$ cat src/rtl/dma_write_master.sv
// AXI4 write-side DMA master: drains a FWFT FIFO into destination memory as INCR bursts,
// one burst in flight, split at the burst-length limit and at 4 KB boundaries.
module dma_write_master #(
    parameter int C_M_AXI_ADDR_WIDTH = 32,
    parameter int C_M_AXI_DATA_WIDTH = 32,
    parameter int C_MAX_BURST_LEN    = 16
) (
    input  logic                            clk,
    input  logic                            reset,
    input  logic                            i_start,
    input  logic [C_M_AXI_ADDR_WIDTH-1:0]   i_dst_addr,
    input  logic [31:0]                     i_total_len,
    output logic                            o_busy,
    output logic                            o_write_done,
    output logic                            o_resp_err,
    input  logic [C_M_AXI_DATA_WIDTH-1:0]   i_fifo_data,
    input  logic                            i_fifo_empty,
    output logic                            o_fifo_pop,
    output logic [C_M_AXI_ADDR_WIDTH-1:0]   m_axi_awaddr,
    output logic [7:0]                      m_axi_awlen,
    output logic [2:0]                      m_axi_awsize,
    output logic [1:0]                      m_axi_awburst,
    output logic                            m_axi_awvalid,
    input  logic                            m_axi_awready,
    output logic [C_M_AXI_DATA_WIDTH-1:0]   m_axi_wdata,
    output logic [C_M_AXI_DATA_WIDTH/8-1:0] m_axi_wstrb,
    output logic                            m_axi_wlast,
    output logic                            m_axi_wvalid,
    input  logic                            m_axi_wready,
    input  logic [1:0]                      m_axi_bresp,
    input  logic                            m_axi_bvalid,
    output logic                            m_axi_bready
);

    typedef enum logic [2:0] {
        S_IDLE,
        S_CALC,
        S_AW,
        S_W,
        S_B,
        S_DONE
    } state_t;

    localparam logic [31:0] MAX_LEN = 32'(C_MAX_BURST_LEN);

    state_t                          state;
    state_t                          state_next;
    logic [C_M_AXI_ADDR_WIDTH-1:0]   addr;
    logic [31:0]                     rem;
    logic [8:0]                      blen;
    logic [8:0]                      beat;
    logic [C_M_AXI_ADDR_WIDTH-1:0]   awaddr_q;
    logic [7:0]                      awlen_q;
    logic                            resp_err;

    logic                            busy;
    logic                            done;
    logic                            awvalid;
    logic                            wvalid;
    logic                            wlast;
    logic                            bready;
    logic                            w_fire;

    logic [31:0]                     room_words;
    logic [31:0]                     cap_words;
    logic [8:0]                      blen_calc;

    // Burst size is the smallest of words left, the burst limit and words to the next 4 KB page.
    always_comb begin
        room_words = (32'd4096 - {20'd0, addr[11:0]}) >> 2;
        cap_words  = (rem < MAX_LEN) ? rem : MAX_LEN;
        if (room_words < cap_words) begin
            cap_words = room_words;
        end
        blen_calc = 9'(cap_words);
    end

    always_ff @(posedge clk) begin
        if (reset) begin
            state <= S_IDLE;
        end else begin
            state <= state_next;
        end
    end

    always_comb begin
        state_next = state;
        busy       = 1'b0;
        done       = 1'b0;
        awvalid    = 1'b0;
        wvalid     = 1'b0;
        wlast      = 1'b0;
        bready     = 1'b0;
        unique case (state)
            S_IDLE: begin
                if (i_start) begin
                    state_next = S_CALC;
                end
            end
            S_CALC: begin
                busy       = 1'b1;
                state_next = (rem == 32'd0) ? S_DONE : S_AW;
            end
            S_AW: begin
                busy    = 1'b1;
                awvalid = 1'b1;
                if (m_axi_awready) begin
                    state_next = S_W;
                end
            end
            S_W: begin
                busy   = 1'b1;
                wvalid = !i_fifo_empty;
                wlast  = (beat == {1'b0, awlen_q});
                if (wvalid && m_axi_wready && wlast) begin
                    state_next = S_B;
                end
            end
            S_B: begin
                busy   = 1'b1;
                bready = 1'b1;
                if (m_axi_bvalid) begin
                    state_next = S_CALC;
                end
            end
            S_DONE: begin
                done       = 1'b1;
                state_next = S_IDLE;
            end
            default: begin
                state_next = S_IDLE;
            end
        endcase
    end

    assign w_fire = wvalid & m_axi_wready;

    // The address/remaining pair only advances once the slave has acknowledged the burst.
    always_ff @(posedge clk) begin
        if (reset) begin
            addr     <= '0;
            rem      <= '0;
            blen     <= '0;
            beat     <= '0;
            awaddr_q <= '0;
            awlen_q  <= '0;
            resp_err <= 1'b0;
        end else begin
            case (state)
                S_IDLE: begin
                    if (i_start) begin
                        addr     <= i_dst_addr & ~C_M_AXI_ADDR_WIDTH'(3);
                        rem      <= i_total_len >> 2;
                        resp_err <= 1'b0;
                    end
                end
                S_CALC: begin
                    if (rem != 32'd0) begin
                        blen     <= blen_calc;
                        awaddr_q <= addr;
                        awlen_q  <= 8'(blen_calc - 9'd1);
                        beat     <= '0;
                    end
                end
                S_W: begin
                    if (w_fire) begin
                        beat <= beat + 9'd1;
                    end
                end
                S_B: begin
                    if (m_axi_bvalid) begin
                        if (m_axi_bresp != 2'b00) begin
                            resp_err <= 1'b1;
                        end
                        addr <= addr + (C_M_AXI_ADDR_WIDTH'(blen) << 2);
                        rem  <= rem - 32'(blen);
                    end
                end
                default: begin
                end
            endcase
        end
    end

    assign o_busy        = busy;
    assign o_write_done  = done;
    assign o_resp_err    = resp_err;
    assign o_fifo_pop    = w_fire;
    assign m_axi_awaddr  = awaddr_q;
    assign m_axi_awlen   = awlen_q;
    assign m_axi_awsize  = 3'b010;
    assign m_axi_awburst = 2'b01;
    assign m_axi_awvalid = awvalid;
    assign m_axi_wdata   = i_fifo_data;
    assign m_axi_wstrb   = '1;
    assign m_axi_wlast   = wlast;
    assign m_axi_wvalid  = wvalid;
    assign m_axi_bready  = bready;

endmodule

$ cat config.mk
export PLATFORM = sky130hd
export DESIGN_NAME = dma_write_master
export DESIGN_NICKNAME = d
export VERILOG_FILES = /design/src/rtl/dma_write_master.sv
export SDC_FILE = /design/constraint.sdc
export NUM_CORES = 1
export LEC_CHECK = 0
export CORE_MARGIN = 2
export CORE_UTILIZATION = 51
export DETAILED_ROUTE_END_ITERATION = 10
export GPL_TIMING_DRIVEN = 0
export PLACE_DENSITY = 0.93
export SYNTH_ARGS = -nofsm -noshare
export SYNTH_HDL_FRONTEND = slang
export SYNTH_SLANG_ARGS = --single-unit
$ cat constraint.sdc
create_clock -name clk -period 4.8 [get_ports clk]
set_clock_uncertainty 0.15 [all_clocks]
set_input_delay 0.96 -clock clk [delete_from_list [all_inputs] [get_ports clk]]
set_output_delay 0.96 -clock clk [all_outputs]
set_load 0.01 [all_outputs]
== Word level (Yosys, flattened, before mapping) ==
Index checks and enable logic that the tools add are counted.
Word-level totals
  output and inout bits: 89
  bits in registers: 126
  input port bits: 105
  word-level logic and storage cells: 71
Cells by class
  multiplexer cells: 27
  $lt $le $gt $ge: 2
  reductions and logical operators: 15
  eq/ne operators: 13
  $add $sub $neg: 5
  bitwise operators: 1
Operators with widths (number)
  2-to-1 mux 32 bit: 5
  one-hot mux 32 bit (2 select lines): 2
  adder 32 x 11 -> 32 bit: 1
  logical NOT 32 bit: 1
  less-than comparator 30 x 32 -> 1 bit: 1
  less-than comparator 32 x 5 -> 1 bit, second input constant: 1
  nonzero test 32 bit: 1
  subtractor 32 x 9 -> 32 bit: 1
  2-to-1 mux 9 bit: 3
  one-hot mux 9 bit (2 select lines): 1
  2-to-1 mux 3 bit: 5
  one-hot mux 3 bit (5 select lines): 1
  != test 2 bit, second input constant: 7
  subtractor 13 x 12 -> 14 bit, first input constant: 1
  adder 9 x 1 -> 9 bit, second input constant: 1
  equality test 9 x 8 -> 1 bit: 1
  2-to-1 mux 1 bit: 9
  AND reduction 4 bit: 2
  subtractor 8 x 1 -> 8 bit, second input constant: 1
  equality test 3 x 2 -> 1 bit, second input constant: 2
  equality test 3 bit, second input constant: 2
  AND reduction 3 bit: 2
  nonzero test 2 bit: 3
  OR reduction 4 bit: 1
  7 further kinds: 8

== Logic depth before layout (Yosys ltp) ==
  depth after elaboration: 5
  depth in mapped cells: 19
  mapped depth without buffers: 17

== Worst setup path before layout ==
No wires, ideal clock.
  path kind: reg-to-reg
  start point: register rem[26]
  end point: register awlen_q[6], in the netlist m_axi_awlen[6]
  required time: 4.517 ns
  period minus slack after synthesis: 3.995 ns
  setup time: 0.133 ns
  arrival: 3.712 ns
  buffers on the path: 2
  path slack: 0.805 ns
  stages on the path, launching flop included: 17
  cells stage by stage: dfxtp_1 nor4_1 nand4_1 nor2_1 clkbuf_1 nand2_1 ha_1 a21oi_1 a211o_1 o221ai_1 buf_2 mux2i_1 ha_1 nor4bb_1 mux2i_1 xnor2_1 a21oi_1
Between the ends
  word-level cells in the longest chain between the ends: 5
RTL lines
  start, declared: line 49  | logic [31:0] rem;
  start signal, assigned: line 153  | rem <= i_total_len >> 2;
  start signal, assigned: line 176  | rem <= rem - 32'(blen);
  less-than comparator 32 x 5 -> 1 bit: line 71  | cap_words = (rem < MAX_LEN) ? rem : MAX_LEN;
  2-to-1 mux 32 bit: line 71
  less-than comparator 30 x 32 -> 1 bit: line 72  | if (room_words < cap_words) begin
  2-to-1 mux 9 bit: line 72
  subtractor 8 x 1 -> 8 bit: line 161  | awlen_q <= 8'(blen_calc - 9'd1);
  end signal, assigned: line 161
  end, declared: line 53  | logic [7:0] awlen_q;
Several ways; a longest one is shown, not always the timed one.
A chain may end at the register's enable or synchronous reset.

== Worst setup path in the final report ==
  start point: register state[1]
  end point: output m_axi_bready
Between the ends
  word-level cells in the longest chain between the ends: 2
RTL lines
  start, declared: line 46  | state_t state;
  start signal, assigned: line 82  | state <= state_next;
  equality test 3 bit: line 94  | unique case (state)
  2-to-1 mux 1 bit: line 94
  end, declared: line 32  | output logic m_axi_bready
Every way passes these cells.

==> results.txt <==
TritonCTS built the clock tree. For the final layout net count, the log shows 1370. The die boundary height came out at 129 µm.

After layout, the worst path uses 96.5% of the clock period. The count of flip-flops with a built-in enable after synthesis was 0. The area growth from synthesis to layout is 30.5%. The worst-case reg-to-reg path depth came out at 17.

The longest clock path from root to sink contains 2 buffers. The highest fanout seen on the critical path is 10, and the fraction of registers with async set or reset after synthesis is 0%. Total power for the finished layout comes to 4.46 mW. Counting buffers and inverters, the worst setup path is 7 cells deep. Setup violations remaining at the end of the flow were counted as 0. Setup repair after global routing left no endpoint under its margin.

The filler cell count was 1251; the power per unit of standard cell area was 431 mW/mm². At the later pin of the worst-skew pair, clock insertion delay measures 0.44 ns. Summed over all layers, the global routing overflow is 0. Total routing resource utilization after global routing: 34.1%. In this run the clock root is driven by a clkbuf_16. The worst-case IR drop observed on VDD is 0.000323 V. Yosys printed 0 warnings. The via count of the first global-routing pass is 8429, and the number of standard cells in the final layout excluding fillers is 1431. Counting instances, the worst hold path has a depth of 2. Via count normalized by instance count: 6.46.

The flow ran to the end, and the final reports show no timing, DRC or antenna violations. The tools report the first-pass GRT wire length as 43700 µm. The standard cell with the maximum stage delay on the critical path is clkdlybuf4s50_1.

The number of buffers added to fix hold violations after cts was 0. The buffer and inverter count on the worst path came out at 5. The run gives 9242 as the via count. The tools report the start point of the worst hold path as m_axi_awaddr[22]. In this run the remaining antenna-violating nets after routing total 0. The path class of the tightest hold or removal check is reg -> reg.

The minimum period implied by the final worst setup slack was 4.63 ns; the count of buffers from port buffering was 146. The highest cell delay on the worst timing path works out to 0.60 ns. Measured against its own limit, the worst slew margin works out to 8.36%. STA puts the critical path data required time at 3.69 ns. The most numerous cell type found on the critical path is clkbuf_1. Grouping stages by cell kind, the critical path spends the most delay in buffers and inverters. The critical path is of the reg -> out type. Number of violations of the max-capacitance limit: 0. Pin placement for this block handled 194 I/O pins.

The endpoint of the most critical register-to-register path was m_axi_awlen[6]. In the final routed layout, each cell accounts on average for 20.3 µm. Capturing element type of the critical path: an output pin. The fraction of final layout cells sized beyond drive strength 1 is 8.21%, and the final number of hold-violating endpoints is 0.

For the synthesized cell area, the log shows 0.00794 mm². The run gives 0 as the initial antenna violation count. The congestion estimate from routability-driven global placement came to 1.00. The leakage component of the power is 3.74 nW. Of the synthesized area, sequential elements account for 30.8%.

Once placement completed, the tool counted placed cells totaling 1397. The run gives -0.0588 ns as the worst setup slack after placement. Counting distinct cell types in the post-synthesis netlist gives 69. After floorplanning, the core was divided into 45 placement rows. The signal on the critical path passes through clkbuf_1 -> nor2_1 -> nand2_1 -> clkinv_1 -> clkbuf_1 -> clkbuf_2 -> clkdlybuf4s50_1.

Summed over all layers, the routed wires come to 29000 µm. The tools report the number of max-slew violations in the final report as 0. The slack of the critical path is 0.167 ns, and the DRC violation count after routing is 0. The timing startpoint of the critical path was state[1].

Counting every instance in the synthesized netlist gives 1048. The tools report the TritonCTS sink count as 122. The run gives 0.0166 mm² as the total die area. In the final layout, the multi-input gates occupy 0.00485 mm².

The x dimension of the die was 129 µm; the final HPWL from detailed placement was 21000 µm. The highest achievable clock rate is 0.216 GHz. The type of origin of the critical path was a register. Entering global routing, the biggest net connects 17 pins. Clock-pin slew was measured on the worst setup and hold paths at 0.06 ns. At the pin with the least slew margin, the transition time is 1.36 ns. In the final layout, flip-flops and latches occupy 0.00244 mm². The startpoint identified for the worst register-to-register timing path is rem[13]. The H-tree was split into 4 levels. Across all hold checks on the routed design, the worst slack comes to 0.306 ns. The initial utilization of the core area, before any placement, comes to 52.2%.

The run gives 1232 as the number of violations reported at the end of detailed-routing iteration 0. Worst path arrival time: 3.52 ns. The sum of negative setup slack is 0 ns.

The number of antenna diodes in the final layout is 0. The most critical setup path has its endpoint at m_axi_bready. The mean instance size in the synthesized netlist is 7.57 µm², and the first-pass iteration count of the detailed router is 6. Commonest register cell after synthesis: dfxtp_1. The core region is 0.0152 mm². For the number of buffers inserted during clock tree synthesis, the log shows 17. Synthesis inferred 122 register bits.

The setup check on the worst reg-to-reg path leaves a slack of 0.29 ns.
cell usage after synthesis (8+ instances only):
master | n | area (µm²)
a211oi_1 | 31 | 233
a21oi_1 | 92 | 460
a31oi_1 | 19 | 119
and3_1 | 22 | 138
buf_4 | 44 | 330
clkbuf_1 | 59 | 221
dfxtp_1 | 122 | 2440
ha_1 | 32 | 400
inv_1 | 32 | 120
mux2i_1 | 8 | 80.1
nand2_1 | 129 | 484
nand2b_1 | 9 | 56.3
nand3_1 | 36 | 180
nand4_1 | 23 | 144
nor2_1 | 75 | 282
nor3_1 | 43 | 215
nor4_1 | 13 | 81.3
o211ai_1 | 15 | 113
o21ai_0 | 47 | 235
o31ai_1 | 8 | 60.1
or3_1 | 12 | 75.1
or4_1 | 21 | 158
xnor2_1 | 22 | 193
xor2_1 | 8 | 70.1
sequential cells by signal (all words and copies together), names as in the netlist:
signal / count
m_axi_awaddr: 30
beat: 9
m_axi_awlen: 8
blen: 9
addr: 30
state: 3
rem: 32
o_resp_err: 1
through the flow:
step | area, µm² | utilization (%)
global placement | 9690 | 63.7
CTS | 10300 | 67.9
detailed placement | 9690 | 63.7
floorplan | 7990 | -
finish | 10400 | 68.1
global route | 10400 | 68.1
layout by cell type (no fill, tap or decap), drive strengths merged, types with 34 or more instances in the layout:
master / instances
nor2: 75
clkbuf: 77
inv: 34
nand3: 36
nor3: 43
clkdlybuf4s50: 146
o21ai: 47
dfxtp: 122
buf: 56
a21oi: 92
nand2: 129
repair_timing:
action | CTS | global route
setup endpoints to repair | 1 | 4
pin swaps | 1 | 1
endpoints found under the hold margin | 0 | 0
buffers inserted | 2 | 1
resized for setup | 1 | 8
area by class of cell:
| cell class | count | area share, % |
|---|---|---|
| buffer | 112 | 5.84 |
| clock buffer | 18 | 4.24 |
| clock inverter | 13 | 1.64 |
| inverter | 33 | 1.20 |
| multi-input combinational | 796 | 46.9 |
| sequential | 122 | 23.6 |
| tap | 188 | 2.27 |
| timing repair buffer | 149 | 14.3 |
metal layers:
| metal | GRT usage, % | part of all wire [%] |
|---|---|---|
| met2 | 53.5 | 45 |
| met5 | 0 | 0 |
| met4 | 19.3 | 5.1 |
| met3 | 10.6 | 13 |
| met1 | 41.4 | 37 |
logic make-up (layout without fill, tap and decap cells):
logic type	Yosys count	after routing	share of synthesized area, %
xor gates and xnor gates	30	30	3.31
adders and majority gates	34	34	5.55
and+or+nand+nor	421	421	26.8
other	2	17	0.0946
DFF	122	122	30.8
muxes	8	8	1.01
AOI/OAI and AO/OA	286	286	23.3
buffers and inverters	145	325	9.15
worst min path at each step:
stage / end / slack (ns)
floorplan: blen[5] / 0.30
global placement: m_axi_awaddr[9] / 0.29
detailed placement: m_axi_awaddr[22] / 0.30
CTS: m_axi_awaddr[22] / 0.31
global route: m_axi_awaddr[18] / 0.33
finish: m_axi_awaddr[22] / 0.31
power breakdown:
part	internal (mW)	leakage [nW]	switching, mW
sequential	1.15	0.998	0.172
combinational	0.717	2.46	1.08
clock	0.830	0.289	0.513
worst min-delay path, cell delays in order (launching register included):
cell	delay, ns
dfxtp_1	0.31
nand2_1	0.05
a21oi_1	0.05
No activity file was read; power rests on OpenSTA's default activity.
